$ cat config.mk
export PLATFORM = sky130hd
export DESIGN_NAME = alu_issue_ctrl_flat
export DESIGN_NICKNAME = d
export VERILOG_FILES = /design/src/rtl/alu_pkg.sv /design/src/rtl/alu_issue_ctrl_if.sv /design/src/rtl/alu_issue_decode.sv /design/src/rtl/alu_issue_ctrl.sv /design/src/flat_wrapper.sv
export SDC_FILE = /design/constraint.sdc
export NUM_CORES = 1
export LEC_CHECK = 0
export BUFFER_PORTS_ARGS = -buffer_cell sky130_fd_sc_hd__buf_2
export CAP_MARGIN = 0
export CORE_MARGIN = 1
export CORE_UTILIZATION = 46
export DETAILED_ROUTE_END_ITERATION = 6
export PLACE_DENSITY = 0.81
export SYNTH_ARGS = -nofsm -noshare
export SYNTH_HDL_FRONTEND = slang
export SYNTH_HIERARCHICAL = 1
export SYNTH_SLANG_ARGS = --single-unit
$ cat constraint.sdc
create_clock -name clk -period 2.6 [get_ports clk]
set_input_delay 0.52 -clock clk [delete_from_list [all_inputs] [get_ports clk]]
set_output_delay 0.52 -clock clk [all_outputs]
set_load 0.02 [all_outputs]
$ cat src/rtl/alu_pkg.sv
`default_nettype none
// +----------------------------------------------------------------------+
// | alu_pkg: ALU opcodes shared with the ALU, FSM states, PSR layout      |
// | Rev 1.0                                                              |
// +----------------------------------------------------------------------+
package alu_pkg;

  typedef logic [7:0] alu_op_t;

  localparam alu_op_t OP_ADD    = 8'd0;
  localparam alu_op_t OP_ADDU   = 8'd1;
  localparam alu_op_t OP_ADDI   = 8'd2;
  localparam alu_op_t OP_ADDUI  = 8'd3;
  localparam alu_op_t OP_ADDC   = 8'd4;
  localparam alu_op_t OP_ADDCU  = 8'd5;
  localparam alu_op_t OP_ADDCUI = 8'd6;
  localparam alu_op_t OP_ADDCI  = 8'd7;
  localparam alu_op_t OP_SUB    = 8'd8;
  localparam alu_op_t OP_SUBI   = 8'd9;
  localparam alu_op_t OP_CMP    = 8'd10;
  localparam alu_op_t OP_CMPI   = 8'd11;
  localparam alu_op_t OP_AND    = 8'd12;
  localparam alu_op_t OP_OR     = 8'd13;
  localparam alu_op_t OP_XOR    = 8'd14;
  localparam alu_op_t OP_NOT    = 8'd15;
  localparam alu_op_t OP_LSH    = 8'd16;
  localparam alu_op_t OP_LSHI   = 8'd17;
  localparam alu_op_t OP_RSH    = 8'd18;
  localparam alu_op_t OP_RSHI   = 8'd19;
  localparam alu_op_t OP_ALSH   = 8'd20;
  localparam alu_op_t OP_ARSH   = 8'd21;
  localparam alu_op_t OP_NOP    = 8'd22;

  localparam logic [1:0] ST_IDLE   = 2'd0;
  localparam logic [1:0] ST_READ   = 2'd1;
  localparam logic [1:0] ST_EXEC   = 2'd2;
  localparam logic [1:0] ST_RETIRE = 2'd3;

  // PSR is {C,F,L,N,Z}
  localparam int PSR_C = 4;
  localparam int PSR_F = 3;
  localparam int PSR_L = 2;
  localparam int PSR_N = 1;
  localparam int PSR_Z = 0;

  localparam logic [4:0] PSR_M_C = 5'(1) << PSR_C;
  localparam logic [4:0] PSR_M_F = 5'(1) << PSR_F;
  localparam logic [4:0] PSR_M_L = 5'(1) << PSR_L;
  localparam logic [4:0] PSR_M_N = 5'(1) << PSR_N;
  localparam logic [4:0] PSR_M_Z = 5'(1) << PSR_Z;

  typedef enum logic [1:0] {
    BSEL_REG  = 2'd0,
    BSEL_IMM8 = 2'd1,
    BSEL_IMM4 = 2'd2
  } bsel_e;

  typedef struct packed {
    alu_op_t    opcode;
    bsel_e      imm_sel;
    logic       sext;
    logic       wb_ok;
    logic [4:0] psr_mask;
    logic       illegal;
  } decode_t;

  function automatic decode_t mk_dec(alu_op_t op, bsel_e sel, logic sx, logic wb,
                                     logic [4:0] mask);
    decode_t d;
    d.opcode   = op;
    d.imm_sel  = sel;
    d.sext     = sx;
    d.wb_ok    = wb;
    d.psr_mask = mask;
    d.illegal  = 1'b0;
    return d;
  endfunction

endpackage
`default_nettype wire

$ cat src/rtl/alu_issue_ctrl_if.sv
`default_nettype none
// +----------------------------------------------------------------------+
// | alu_issue_ctrl_if: fetch, regfile, ALU and retire signals of the ctrl |
// | Rev 1.0                                                              |
// +----------------------------------------------------------------------+
interface alu_issue_ctrl_if #(
  parameter int REG_AW = 4,
  parameter int DW     = 16
);
  logic              instr_valid;
  logic [15:0]       instr;
  logic              instr_ready;
  logic [REG_AW-1:0] rf_raddr_a;
  logic [REG_AW-1:0] rf_raddr_b;
  logic [DW-1:0]     rf_rdata_a;
  logic [DW-1:0]     rf_rdata_b;
  logic [DW-1:0]     alu_a;
  logic [DW-1:0]     alu_b;
  logic [7:0]        alu_opcode;
  logic [DW-1:0]     alu_c;
  logic              alu_carry;
  logic              alu_flag;
  logic              alu_low;
  logic              alu_negative;
  logic              alu_zero;
  logic              wb_en;
  logic [REG_AW-1:0] wb_addr;
  logic [DW-1:0]     wb_data;
  logic [4:0]        psr;
  logic              done;
  logic              illegal;

  modport master (
    input  instr_valid, instr, rf_rdata_a, rf_rdata_b,
    input  alu_c, alu_carry, alu_flag, alu_low, alu_negative, alu_zero,
    output instr_ready, rf_raddr_a, rf_raddr_b, alu_a, alu_b, alu_opcode,
    output wb_en, wb_addr, wb_data, psr, done, illegal
  );

  modport slave (
    output instr_valid, instr, rf_rdata_a, rf_rdata_b,
    output alu_c, alu_carry, alu_flag, alu_low, alu_negative, alu_zero,
    input  instr_ready, rf_raddr_a, rf_raddr_b, alu_a, alu_b, alu_opcode,
    input  wb_en, wb_addr, wb_data, psr, done, illegal
  );
endinterface
`default_nettype wire

$ cat src/rtl/alu_issue_decode.sv
`default_nettype none
// +----------------------------------------------------------------------+
// | alu_issue_decode: combinational instruction decode for alu_issue_ctrl |
// | Rev 1.0                                                              |
// +----------------------------------------------------------------------+
module alu_issue_decode
  import alu_pkg::*;
(
  input  logic [3:0] op,
  input  logic [3:0] ext,
  output decode_t    dec
);

  always_comb begin
    // Anything not matched below stays illegal and issues NOP.
    dec          = '0;
    dec.opcode   = OP_NOP;
    dec.imm_sel  = BSEL_REG;
    dec.illegal  = 1'b1;
    case (op)
      4'b0000: begin
        case (ext)
          4'b0101: dec = mk_dec(OP_ADD,  BSEL_REG, 1'b0, 1'b1, PSR_M_F | PSR_M_Z);
          4'b0110: dec = mk_dec(OP_ADDU, BSEL_REG, 1'b0, 1'b1, PSR_M_C | PSR_M_Z);
          4'b1001: dec = mk_dec(OP_SUB,  BSEL_REG, 1'b0, 1'b1, PSR_M_F | PSR_M_Z);
          4'b1011: dec = mk_dec(OP_CMP,  BSEL_REG, 1'b0, 1'b0,
                                PSR_M_L | PSR_M_N | PSR_M_Z);
          4'b0001: dec = mk_dec(OP_AND,  BSEL_REG, 1'b0, 1'b1, 5'b0);
          4'b0010: dec = mk_dec(OP_OR,   BSEL_REG, 1'b0, 1'b1, 5'b0);
          4'b0011: dec = mk_dec(OP_XOR,  BSEL_REG, 1'b0, 1'b1, 5'b0);
          4'b1111: dec = mk_dec(OP_NOT,  BSEL_REG, 1'b0, 1'b1, 5'b0);
          4'b0000: dec = mk_dec(OP_NOP,  BSEL_REG, 1'b0, 1'b0, 5'b0);
          default: ;
        endcase
      end
      4'b0101: dec = mk_dec(OP_ADDI,  BSEL_IMM8, 1'b1, 1'b1, PSR_M_F | PSR_M_Z);
      4'b0110: dec = mk_dec(OP_ADDUI, BSEL_IMM8, 1'b0, 1'b1, PSR_M_C | PSR_M_Z);
      4'b1001: dec = mk_dec(OP_SUBI,  BSEL_IMM8, 1'b1, 1'b1, PSR_M_F | PSR_M_Z);
      4'b1011: dec = mk_dec(OP_CMPI,  BSEL_IMM8, 1'b1, 1'b0, PSR_M_L | PSR_M_Z);
      4'b1000: begin
        case (ext)
          4'b0100: dec = mk_dec(OP_LSH,  BSEL_REG,  1'b0, 1'b1, 5'b0);
          4'b0101: dec = mk_dec(OP_RSH,  BSEL_REG,  1'b0, 1'b1, 5'b0);
          4'b0110: dec = mk_dec(OP_ALSH, BSEL_REG,  1'b0, 1'b1, 5'b0);
          4'b0111: dec = mk_dec(OP_ARSH, BSEL_REG,  1'b0, 1'b1, 5'b0);
          4'b0000: dec = mk_dec(OP_LSHI, BSEL_IMM4, 1'b0, 1'b1, 5'b0);
          4'b0001: dec = mk_dec(OP_RSHI, BSEL_IMM4, 1'b0, 1'b1, 5'b0);
          default: ;
        endcase
      end
      default: ;
    endcase
  end

endmodule
`default_nettype wire

$ cat src/rtl/alu_issue_ctrl.sv
`default_nettype none
// +----------------------------------------------------------------------+
// | alu_issue_ctrl: 4-cycle issue/retire controller driving the ALU       |
// | Rev 1.0                                                              |
// +----------------------------------------------------------------------+
module alu_issue_ctrl
  import alu_pkg::*;
#(
  parameter int REG_AW = 4,
  parameter int DW     = 16
) (
  input  logic            clk,
  input  logic            reset,
  alu_issue_ctrl_if.master bus
);

  logic [1:0]    state_q,   state_d;
  logic [15:0]   instr_q,   instr_d;
  alu_op_t       opcode_q,  opcode_d;
  logic [DW-1:0] wb_data_q, wb_data_d;
  logic [4:0]    psr_q,     psr_d;
  logic [DW-1:0] operand_b;
  logic [4:0]    alu_flags;
  decode_t       dec;

  alu_issue_decode u_decode (
    .op  (instr_q[15:12]),
    .ext (instr_q[7:4]),
    .dec (dec)
  );

  always_comb begin
    case (dec.imm_sel)
      BSEL_IMM8: operand_b = dec.sext ? {{(DW-8){instr_q[7]}}, instr_q[7:0]}
                                      : {{(DW-8){1'b0}}, instr_q[7:0]};
      BSEL_IMM4: operand_b = {{(DW-4){1'b0}}, instr_q[3:0]};
      default:   operand_b = bus.rf_rdata_b;
    endcase
  end

  assign alu_flags = {bus.alu_carry, bus.alu_flag, bus.alu_low,
                      bus.alu_negative, bus.alu_zero};

  always_comb begin
    state_d   = state_q;
    instr_d   = instr_q;
    opcode_d  = opcode_q;
    wb_data_d = wb_data_q;
    psr_d     = psr_q;
    case (state_q)
      ST_IDLE: begin
        if (bus.instr_valid) begin
          instr_d = bus.instr;
          state_d = ST_READ;
        end
      end
      ST_READ: begin
        opcode_d = dec.opcode;
        state_d  = ST_EXEC;
      end
      ST_EXEC: begin
        // Only write-back ops load the result register, so CMP/NOP never expose X data.
        if (dec.wb_ok) begin
          wb_data_d = bus.alu_c;
        end
        psr_d   = (psr_q & ~dec.psr_mask) | (alu_flags & dec.psr_mask);
        state_d = ST_RETIRE;
      end
      default: begin
        opcode_d = OP_NOP;
        state_d  = ST_IDLE;
      end
    endcase
  end

  always_ff @(posedge clk) begin
    if (reset) begin
      state_q   <= ST_IDLE;
      instr_q   <= '0;
      opcode_q  <= OP_NOP;
      wb_data_q <= '0;
      psr_q     <= '0;
    end else begin
      state_q   <= state_d;
      instr_q   <= instr_d;
      opcode_q  <= opcode_d;
      wb_data_q <= wb_data_d;
      psr_q     <= psr_d;
    end
  end

  assign bus.instr_ready = (state_q == ST_IDLE);
  assign bus.rf_raddr_a  = instr_q[8 +: REG_AW];
  assign bus.rf_raddr_b  = instr_q[0 +: REG_AW];
  assign bus.alu_a       = (state_q == ST_EXEC) ? bus.rf_rdata_a : '0;
  assign bus.alu_b       = (state_q == ST_EXEC) ? operand_b : '0;
  assign bus.alu_opcode  = opcode_q;
  assign bus.wb_en       = (state_q == ST_RETIRE) && dec.wb_ok;
  assign bus.wb_addr     = instr_q[8 +: REG_AW];
  assign bus.wb_data     = wb_data_q;
  assign bus.psr         = psr_q;
  assign bus.done        = (state_q == ST_RETIRE);
  assign bus.illegal     = (state_q == ST_RETIRE) && dec.illegal;

endmodule
`default_nettype wire
$ cat src/flat_wrapper.sv
// flat-port wrapper written by rule: the top's interface ports become plain ports
module alu_issue_ctrl_flat import alu_pkg::*;
#(
  parameter int REG_AW = 4,
  parameter int DW     = 16
)
  (clk, reset, bus_instr_valid, bus_instr, bus_rf_rdata_a, bus_rf_rdata_b, bus_alu_c, bus_alu_carry, bus_alu_flag, bus_alu_low, bus_alu_negative, bus_alu_zero, bus_instr_ready, bus_rf_raddr_a, bus_rf_raddr_b, bus_alu_a, bus_alu_b, bus_alu_opcode, bus_wb_en, bus_wb_addr, bus_wb_data, bus_psr, bus_done, bus_illegal);
  alu_issue_ctrl_if #(.REG_AW(REG_AW), .DW(DW)) bus_i ();
  input  logic clk;
  input  logic reset;
  input wire logic [$bits(bus_i.instr_valid)-1:0] bus_instr_valid;
  input wire logic [$bits(bus_i.instr)-1:0] bus_instr;
  input wire logic [$bits(bus_i.rf_rdata_a)-1:0] bus_rf_rdata_a;
  input wire logic [$bits(bus_i.rf_rdata_b)-1:0] bus_rf_rdata_b;
  input wire logic [$bits(bus_i.alu_c)-1:0] bus_alu_c;
  input wire logic [$bits(bus_i.alu_carry)-1:0] bus_alu_carry;
  input wire logic [$bits(bus_i.alu_flag)-1:0] bus_alu_flag;
  input wire logic [$bits(bus_i.alu_low)-1:0] bus_alu_low;
  input wire logic [$bits(bus_i.alu_negative)-1:0] bus_alu_negative;
  input wire logic [$bits(bus_i.alu_zero)-1:0] bus_alu_zero;
  output wire logic [$bits(bus_i.instr_ready)-1:0] bus_instr_ready;
  output wire logic [$bits(bus_i.rf_raddr_a)-1:0] bus_rf_raddr_a;
  output wire logic [$bits(bus_i.rf_raddr_b)-1:0] bus_rf_raddr_b;
  output wire logic [$bits(bus_i.alu_a)-1:0] bus_alu_a;
  output wire logic [$bits(bus_i.alu_b)-1:0] bus_alu_b;
  output wire logic [$bits(bus_i.alu_opcode)-1:0] bus_alu_opcode;
  output wire logic [$bits(bus_i.wb_en)-1:0] bus_wb_en;
  output wire logic [$bits(bus_i.wb_addr)-1:0] bus_wb_addr;
  output wire logic [$bits(bus_i.wb_data)-1:0] bus_wb_data;
  output wire logic [$bits(bus_i.psr)-1:0] bus_psr;
  output wire logic [$bits(bus_i.done)-1:0] bus_done;
  output wire logic [$bits(bus_i.illegal)-1:0] bus_illegal;
  assign bus_i.instr_valid = bus_instr_valid;
  assign bus_i.instr = bus_instr;
  assign bus_i.rf_rdata_a = bus_rf_rdata_a;
  assign bus_i.rf_rdata_b = bus_rf_rdata_b;
  assign bus_i.alu_c = bus_alu_c;
  assign bus_i.alu_carry = bus_alu_carry;
  assign bus_i.alu_flag = bus_alu_flag;
  assign bus_i.alu_low = bus_alu_low;
  assign bus_i.alu_negative = bus_alu_negative;
  assign bus_i.alu_zero = bus_alu_zero;
  assign bus_instr_ready = bus_i.instr_ready;
  assign bus_rf_raddr_a = bus_i.rf_raddr_a;
  assign bus_rf_raddr_b = bus_i.rf_raddr_b;
  assign bus_alu_a = bus_i.alu_a;
  assign bus_alu_b = bus_i.alu_b;
  assign bus_alu_opcode = bus_i.alu_opcode;
  assign bus_wb_en = bus_i.wb_en;
  assign bus_wb_addr = bus_i.wb_addr;
  assign bus_wb_data = bus_i.wb_data;
  assign bus_psr = bus_i.psr;
  assign bus_done = bus_i.done;
  assign bus_illegal = bus_i.illegal;
  alu_issue_ctrl #(.REG_AW(REG_AW), .DW(DW)) u_core (.clk(clk), .reset(reset), .bus(bus_i));
endmodule
; ---- Word-level counts from Yosys, hierarchy flattened
; Cells that the tools add are included.
[word_totals]
inputBits = 72
register_bits = 47
[op_classes]
reduce_logical = 8
mux = 10
eq_ne = 21
bitwise = 4
[ops]
columns = operator, n
row1 = 15-bit one-hot mux with 9 select lines, 1
row2 = 15-bit one-hot mux with 6 select lines, 1
row3 = 13-bit one-hot mux with 6 select lines, 1
row4 = 16-bit 2-to-1 mux, 3
row5 = 16-bit one-hot mux with 2 select lines, 1
row6 = "4-bit by 3-bit == test with 1-bit output, second input constant", 6
row7 = "4-bit == test, second input constant", 6
row8 = 8-bit one-hot mux with 2 select lines, 1
row9 = 5-bit bitwise AND, 2
row10 = "4-bit by 2-bit == test with 1-bit output, second input constant", 2
row11 = 4-bit logical NOT, 2
row12 = "2-bit == test, second input constant", 3
row13 = 2-bit one-hot mux with 3 select lines, 1
row14 = 5-bit inverter, 1
row15 = 5-bit OR, 1
row16 = "2-bit by 1-bit == test with 1-bit output, second input constant", 2
row17 = "4-bit by 1-bit == test with 1-bit output, second input constant", 1
row18 = 2-bit AND reduction, 2
row19 = 1-bit logical AND, 2
row20 = 2-bit logical NOT, 1
row21 = 2-bit 2-to-1 mux, 1
row22 = "2-bit != test, second input constant", 1
row23 = 2-bit OR reduction, 1

; ---- Longest topological paths before layout
; Gate-level depths: netlist (run 1).
[logic_depth]
word_depth = 6
depth_mapped = 10

; ---- By module
; The synthesis (run 1) kept the hierarchy.
[modules_own_cells]
columns = module, n_inst, area_per_inst_um2, cells_per_inst, seq_area_each_um2
row1 = alu_issue_ctrl, 1, 2285.9, 310, 940.9
row2 = alu_issue_decode, 1, 623.1, 90, 0.0

; ---- Least setup slack after synthesis (run 1)
; No wires, ideal clock.
[synth_path]
path_kind = register -> output
startpoint = register u_core.instr_q[13]
endpoint = output bus_alu_b[10]
required_ps = 2080
path_stages_with_launch = 8
path_slack_ps = -184
t_arrival_ps = 2264
cell_sequence = dfxtp_1 -> buf_2 -> nor4bb_2 -> a221o_2 -> inv_1 -> ha_1 -> nand4b_1 -> a21boi_0
[synth_lines]
columns = item, line_no
row1 = from (decl), alu_issue_ctrl.sv:18  ; logic [15:0] instr_q, instr_d;
row2 = from (signal assigned), alu_issue_ctrl.sv:85  ; instr_q <= instr_d;
row3 = to (decl), flat_wrapper.sv:25  ; output wire logic [$bits(bus_i.alu_b)-1:0] bus_alu_b;

==> flow_summary.json, run 1 <==
{
  "status": "finished, violations left",
  "violations": "negative setup slack",
  "num-nets-final": 608,
  "grt_pass1_vias": 2703,
  "post-route-min-period_ps": 2690,
  "first_iter_violations": 260,
  "max_slew_margin_pct": 43.6,
  "hold_slack_ps": 446,
  "area_delta_synth_final_pct": 32.8,
  "syn_area_per_cell_um2": 7.27,
  "synth_cells": 400,
  "synth_seq_cells": 47,
  "synth-main-ff-cell": "dfxtp_1",
  "dp_slack_ps": 85.2,
  "worstSetupPathType": "reg -> out",
  "layout_setup_ws_ps": -89.6,
  "p_sw_w": 0.000816,
  "critPathCaptureType": "output pin",
  "gp_congestion": 0.888,
  "ant_nets": 0,
  "cts_tree": "yes",
  "yosysSeqAreaShare_pct": 32.3,
  "wirelength_um": 7940,
  "worstMarginPinSlew_ps": 846,
  "drc": 0,
  "layout_common_cells": "133 x buf_2, 100 x nand2_1, 49 x a21oi_1",
  "yosysWarnings": 6,
  "initial_utilization_pct": 48.3,
  "clock_skew_ps": 8.54,
  "h-tree-depth": 2,
  "cts.sinks": 47,
  "vdd_drop_max_mv": 0.564,
  "max_freq_mhz": 372,
  "power.internal_w": 0.00132,
  "slew_violations": 0,
  "gr-total-overflow": 0,
  "grt_setup_unrepaired": "true",
  "die_w_um": 81.5,
  "n_fill_cell": 539,
  "placement.io_buffers": 148,
  "switching_share_pct": 38.2,
  "async_reset_ff_share_pct": 0,
  "p_leak_nw": 1.80,
  "routedWlPerCell_um": 13.1,
  "arrival_ps": 2170,
  "seq_power_share_pct": 38.3,
  "fin_crit_sh_pct": 103,
  "powerDensity_mw_per_mm2": 553,
  "critPathMaxFanout": 8,
  "cp.required_ps": 2080,
  "die_h_um": 81.5,
  "synth_area_mm2": 0.00291,
  "viasPerCell": 5.19,
  "final_common_cell": "buf_2",
  "hold_violations": 0,
  "cts-buffers-inserted": 5,
  "startpoint_type": "flop",
  "track_usage_pct": 22.5,
  "setup_violations": 16,
  "clkPwrFrac_pct": 19.9,
  "dp.final_hpwl_um": 5530,
  "clk-insertion-delay-late_ps": 300,
  "fp-row-count": 28,
  "grt_max_degree": 55,
  "coreArea_mm2": 0.00603,
  "drive_gt1_share_pct": 37.7,
  "combPwrFrac_pct": 41.8,
  "hold_buffers": 0,
  "dieArea_mm2": 0.00665,
  "hold_class": "in -> reg",
  "antenna_found_initial": 0,
  "grt_first_pass_wirelength_um": 11700,
  "clkTransAtPathRegs_ps": 90,
  "via_count": 3142,
  "maxCapViolCount": 0,
  "ios": 149,
  "clock_path_buffers": 2,
  "synth.distinct_cells": 55,
  "dr.pass1.iters": 4,
  "root_buffer": "clkbuf_8",
  "synth-edff-count": 0,
  "antennaDiodeCount": 0
}
[worst paths after layout]
check                                      from                             endpoint  slack [ps]  cells past startpoint
max             u_core/instr_q[14]$_SDFFE_PP0P_                        bus_alu_b[15]         -90                      8
min                               bus_alu_c[15]  u_core/bus.wb_data[15]$_SDFFE_PP0P_         450                      3
max reg2reg     u_core/instr_q[15]$_SDFFE_PP0P_   u_core/bus.wb_data[3]$_SDFFE_PP0P_         430                      8
min reg2reg  u_core/bus.wb_data[8]$_SDFFE_PP0P_   u_core/bus.wb_data[8]$_SDFFE_PP0P_         450                      2
[layer usage]
metal  part of all wire [%]  wire, um  global-route usage, %
met5                      0         0                      0
met2                     51      4040                   41.6
met3                    6.4       509                   3.78
met1                     41      3240                   25.6
met4                    2.0       156                   8.57
[area by class of cell]
type / instances / area (um^2) / area share, %
Clock inverter: 2 / 13.8 / 0.356
Multi-Input combinational cell: 302 / 1730 / 44.8
Tap cell: 75 / 93.8 / 2.43
Sequential cell: 47 / 951 / 24.6
Clock buffer: 5 / 68.8 / 1.78
Inverter: 7 / 26.3 / 0.680
Timing Repair Buffer: 167 / 980 / 25.4
[cell usage after synthesis, drive strengths merged, types with 3 or more instances]
cell | number | area, um^2
nand2 | 100 | 375
a21oi | 49 | 245
dfxtp | 47 | 941
buf | 34 | 233
and2 | 28 | 175
o21ai | 22 | 110
nor2 | 13 | 48.8
clkbuf | 12 | 47.6
nand3 | 11 | 55.1
a21boi | 10 | 75.1
inv | 7 | 26.3
ha | 6 | 75.1
o211ai | 6 | 50.1
nor2b | 5 | 38.8
nor3 | 5 | 25.0
nand2b | 4 | 25.0
nor4b | 4 | 41.3
and3 | 3 | 18.8
nor4bb | 3 | 36.3
o21bai | 3 | 22.5
[power by group through the flow]
| stage | Sequential, W | Clock [W] | Combinational (W) |
|---|---|---|---|
| final | 0.000817 | 0.000425 | 0.000893 |
| after global routing | 0.000826 | 0.000472 | 0.000978 |
| after CTS | 0.000817 | 0.000437 | 0.000867 |
| after detailed placement | 0.000833 | 0 | 0.000841 |
| after global placement | 0.000829 | 0 | 0.000821 |
| after floorplan | 0.000843 | 0 | 0.000619 |
[cell families after synthesis]
family / synth area share, %
AOI/OAI and AO/OA: 21.6
buffers and inverters: 10.5
muxes: 0.344
xor gates and xnor gates: 0.301
adders and majority gates: 2.58
and+or+nand+nor: 32.2
other: 0.129
DFF: 32.3
[per-stage QoR]
stage / total power, W / cell area (um^2) / setup TNS [ps] / std cells / util [%]
after global placement: 0.00165 / 3640 / 0 / 592 / 60.4
after CTS: 0.00212 / 3810 / -481 / 603 / 63.2
after floorplan: 0.00146 / 2990 / -0.345 / 402 / -
final: 0.00214 / 3860 / -924 / 605 / 64.1
after global routing: 0.00228 / 3860 / -2770 / 605 / 64.1
after detailed placement: 0.00167 / 3640 / 0 / 592 / 60.4
[critical path, cell delays in order, from the launching register on]
cell      delay, ps
dfxtp_4         380
nor4bb_4        360
a221o_2         230
inv_2            60
ha_4            220
nand4b_1        190
buf_6           170
a21boi_2        140
buf_6           130
[timing repair]
item / 4_1_cts / 5_1_grt
setup buffers: 4 / 2
endpoints found under the setup margin: 16 / 16
pin swaps: 5 / 4
gates resized for setup: 21 / 12
(Power assumes the default switching activity.)
==> inputs of run 2 (changes only) <==
--- a/config.mk
+++ b/config.mk
@@ -10,6 +10,7 @@
 export CORE_MARGIN = 1
 export CORE_UTILIZATION = 46
 export DETAILED_ROUTE_END_ITERATION = 6
+export GPL_TIMING_DRIVEN = 0
 export PLACE_DENSITY = 0.81
 export SYNTH_ARGS = -nofsm -noshare
 export SYNTH_HDL_FRONTEND = slang
==> run 2 against run 1 <==
The run still ends with negative setup slack left; count of clock-buffer cells in the layout is the same; final area grew 7.4%; critical path depth grew 1; total power grew 5.6%; global-route usage grew 2.3 points; sequential power grew 1%; first-iteration DRC count shrank 6.9%; sequential share of layout area shrank 1.7 points; via count grew 5.6%; non-clock buffer count grew 35; wire length grew 7.0%; cell count grew 6.0%; critical path type unchanged.
==> flow_summary.json, run 2 (synthesis results as in run 1) <==
{
  "fin_util_pct": 68.9,
  "clock_skew_ps": 8.25,
  "p_leak_nw": 1.95,
  "cts_tree": "yes",
  "path_cells": "buf_6 -> nor4bb_4 -> a221o_2 -> inv_2 -> ha_4 -> nand4b_1 -> buf_6 -> a21boi_2 -> buf_6",
  "slew_violations": 0,
  "initial_utilization_pct": 48.3,
  "root_buffer": "clkbuf_8",
  "violations": "negative setup slack",
  "clkTransAtPathRegs_ps": 90,
  "hold_slack_ps": 440,
  "clk-insertion-delay-late_ps": 300,
  "arrival_ps": 2180,
  "wirelength_um": 8500,
  "drc": 0,
  "maxCapViolCount": 0,
  "viasPerCell": 5.18,
  "status": "finished, violations left",
  "worstMarginPinSlew_ps": 665,
  "max_slew_margin_pct": 55.3,
  "track_usage_pct": 24.9,
  "finalSetupTns_ps": -1070,
  "coreArea_mm2": 0.00603,
  "placement.io_buffers": 147,
  "grt_max_degree": 20,
  "layout_setup_ws_ps": -99.9,
  "cts.sinks": 47,
  "antenna_found_initial": 0,
  "dp.final_hpwl_um": 6290,
  "startpoint_type": "flop",
  "num-nets-final": 643,
  "slowest_delay_ps": 350,
  "dpl-instance-area_mm2": 0.00382,
  "cpMostUsedCell": "buf_6",
  "hold_class": "in -> reg",
  "grt_setup_unrepaired": "true",
  "critPathSlowestCell": "a221o_2",
  "hold_buffers": 0,
  "finish.instance_area_mm2": 0.00415,
  "clock_path_buffers": 2,
  "fin_crit_sh_pct": 104,
  "h-tree-depth": 2,
  "powerDensity_mw_per_mm2": 543,
  "first_iter_violations": 242,
  "final_common_cell": "buf_2",
  "via_count": 3319,
  "post-route-min-period_ps": 2700,
  "vdd_drop_max_mv": 0.412,
  "dieArea_mm2": 0.00665,
  "critPathMaxFanout": 8,
  "drive_gt1_share_pct": 41.9,
  "dr.pass1.iters": 4,
  "worstSetupPathType": "reg -> out",
  "ant_nets": 0,
  "layout_common_cells": "136 x buf_2, 97 x nand2_1, 49 x a21oi_1",
  "grt_first_pass_wirelength_um": 12700,
  "fp-row-count": 28,
  "n_fill_cell": 544,
  "grt_pass1_vias": 2864,
  "routedWlPerCell_um": 13.3,
  "gr-total-overflow": 0,
  "die_w_um": 81.5,
  "cp.required_ps": 2080,
  "critPathCaptureType": "output pin",
  "antennaDiodeCount": 0,
  "area_delta_synth_final_pct": 42.7,
  "hold_violations": 0,
  "ios": 149,
  "max_freq_mhz": 370,
  "setup_violations": 17,
  "gp_congestion": 0.894,
  "die_h_um": 81.5,
  "cts-buffers-inserted": 5
}
==> run 2: cell count changes in the layout (fill, tap and decap cells not counted), moves of 2 or more <==
| cell | before | now |
|---|---|---|
| buf_4 | 23 | 36 |
| buf_2 | 133 | 136 |
| o21ai_1 | 5 | 8 |
| buf_1 | 0 | 2 |
| clkbuf_1 | 0 | 8 |
| buf_6 | 9 | 17 |
| nand2_1 | 100 | 97 |
| clkinvlp_4 | 0 | 2 |
| nand2_2 | 0 | 3 |
| clkbuf_2 | 0 | 3 |
| o21ai_0 | 17 | 10 |
| buf_12 | 2 | 0 |
| o21ai_2 | 0 | 4 |
==> run 2: final timing paths <==
check	from	to	slack (ps)	cells past startpoint
worst min register to register	u_core/bus.wb_data[11]$_SDFFE_PP0P_	u_core/bus.wb_data[11]$_SDFFE_PP0P_	450	2
worst max-delay path	u_core/instr_q[13]$_SDFFE_PP0P_	bus_alu_b[15]	-100	9
worst max register to register	u_core/instr_q[14]$_SDFFE_PP0P_	u_core/bus.wb_data[14]$_SDFFE_PP0P_	280	9
worst min-delay path	bus_instr[12]	u_core/instr_q[12]$_SDFFE_PP0P_	440	3
==> run 2: metrics by stage <==
stage          total power, W  cells  setup WS [ps]
6_report              0.00226    641          -99.9
3_3_place_gp          0.00171    624           -272
2_1_floorplan         0.00146    402         -0.345
3_5_place_dp          0.00173    624           -314
4_1_cts               0.00224    641           -130
5_1_grt               0.00240    641           -234
==> run 2: layout make-up <==
| type | count | area [um^2] | area share, % |
|---|---|---|---|
| Buffer | 42 | 277 | 6.66 |
| Clock buffer | 5 | 68.8 | 1.66 |
| Clock inverter | 3 | 20.0 | 0.482 |
| Inverter | 7 | 26.3 | 0.633 |
| Multi-Input combinational cell | 302 | 1800 | 43.3 |
| Sequential cell | 47 | 951 | 22.9 |
| Tap cell | 75 | 93.8 | 2.26 |
| Timing Repair Buffer | 160 | 918 | 22.1 |
==> run 2: critical path, delay by kind of cell, from the launching register on <==
family                   cells  cell delay (ps)
AND/OR/NAND/NOR              2              340
flip-flops                   1              330
adder cells (fa/ha/maj)      1              200
buffers and inverters        4              500
AO/OA/AOI/OAI                2              500
==> run 2: layer usage <==
| layer | vias up | wire (um) | global-route usage [%] |
|---|---|---|---|
| li1 | 1668 | - | - |
| met1 | 1515 | 3590 | 30.4 |
| met2 | 121 | 4190 | 43.4 |
| met3 | 15 | 552 | 3.89 |
| met4 | 0 | 161 | 9.64 |
| met5 | - | 0 | 0 |
==> run 2: report_power, final <==
group / internal [W] / switching, W
combinational: 0.000426 / 0.000564
clock: 0.000187 / 0.000253
sequential: 0.000771 / 0.0000543
total: 0.00138 / 0.000871
==> run 2: timing repair <==
| action | 4_1_cts | 5_1_grt |
|---|---|---|
| setup buffers | 13 | 0 |
| endpoints found under the setup margin | 17 | 18 |
| pin swaps | 9 | 5 |
| hold endpoints to repair | 0 | 0 |
| gates resized for setup | 44 | 21 |
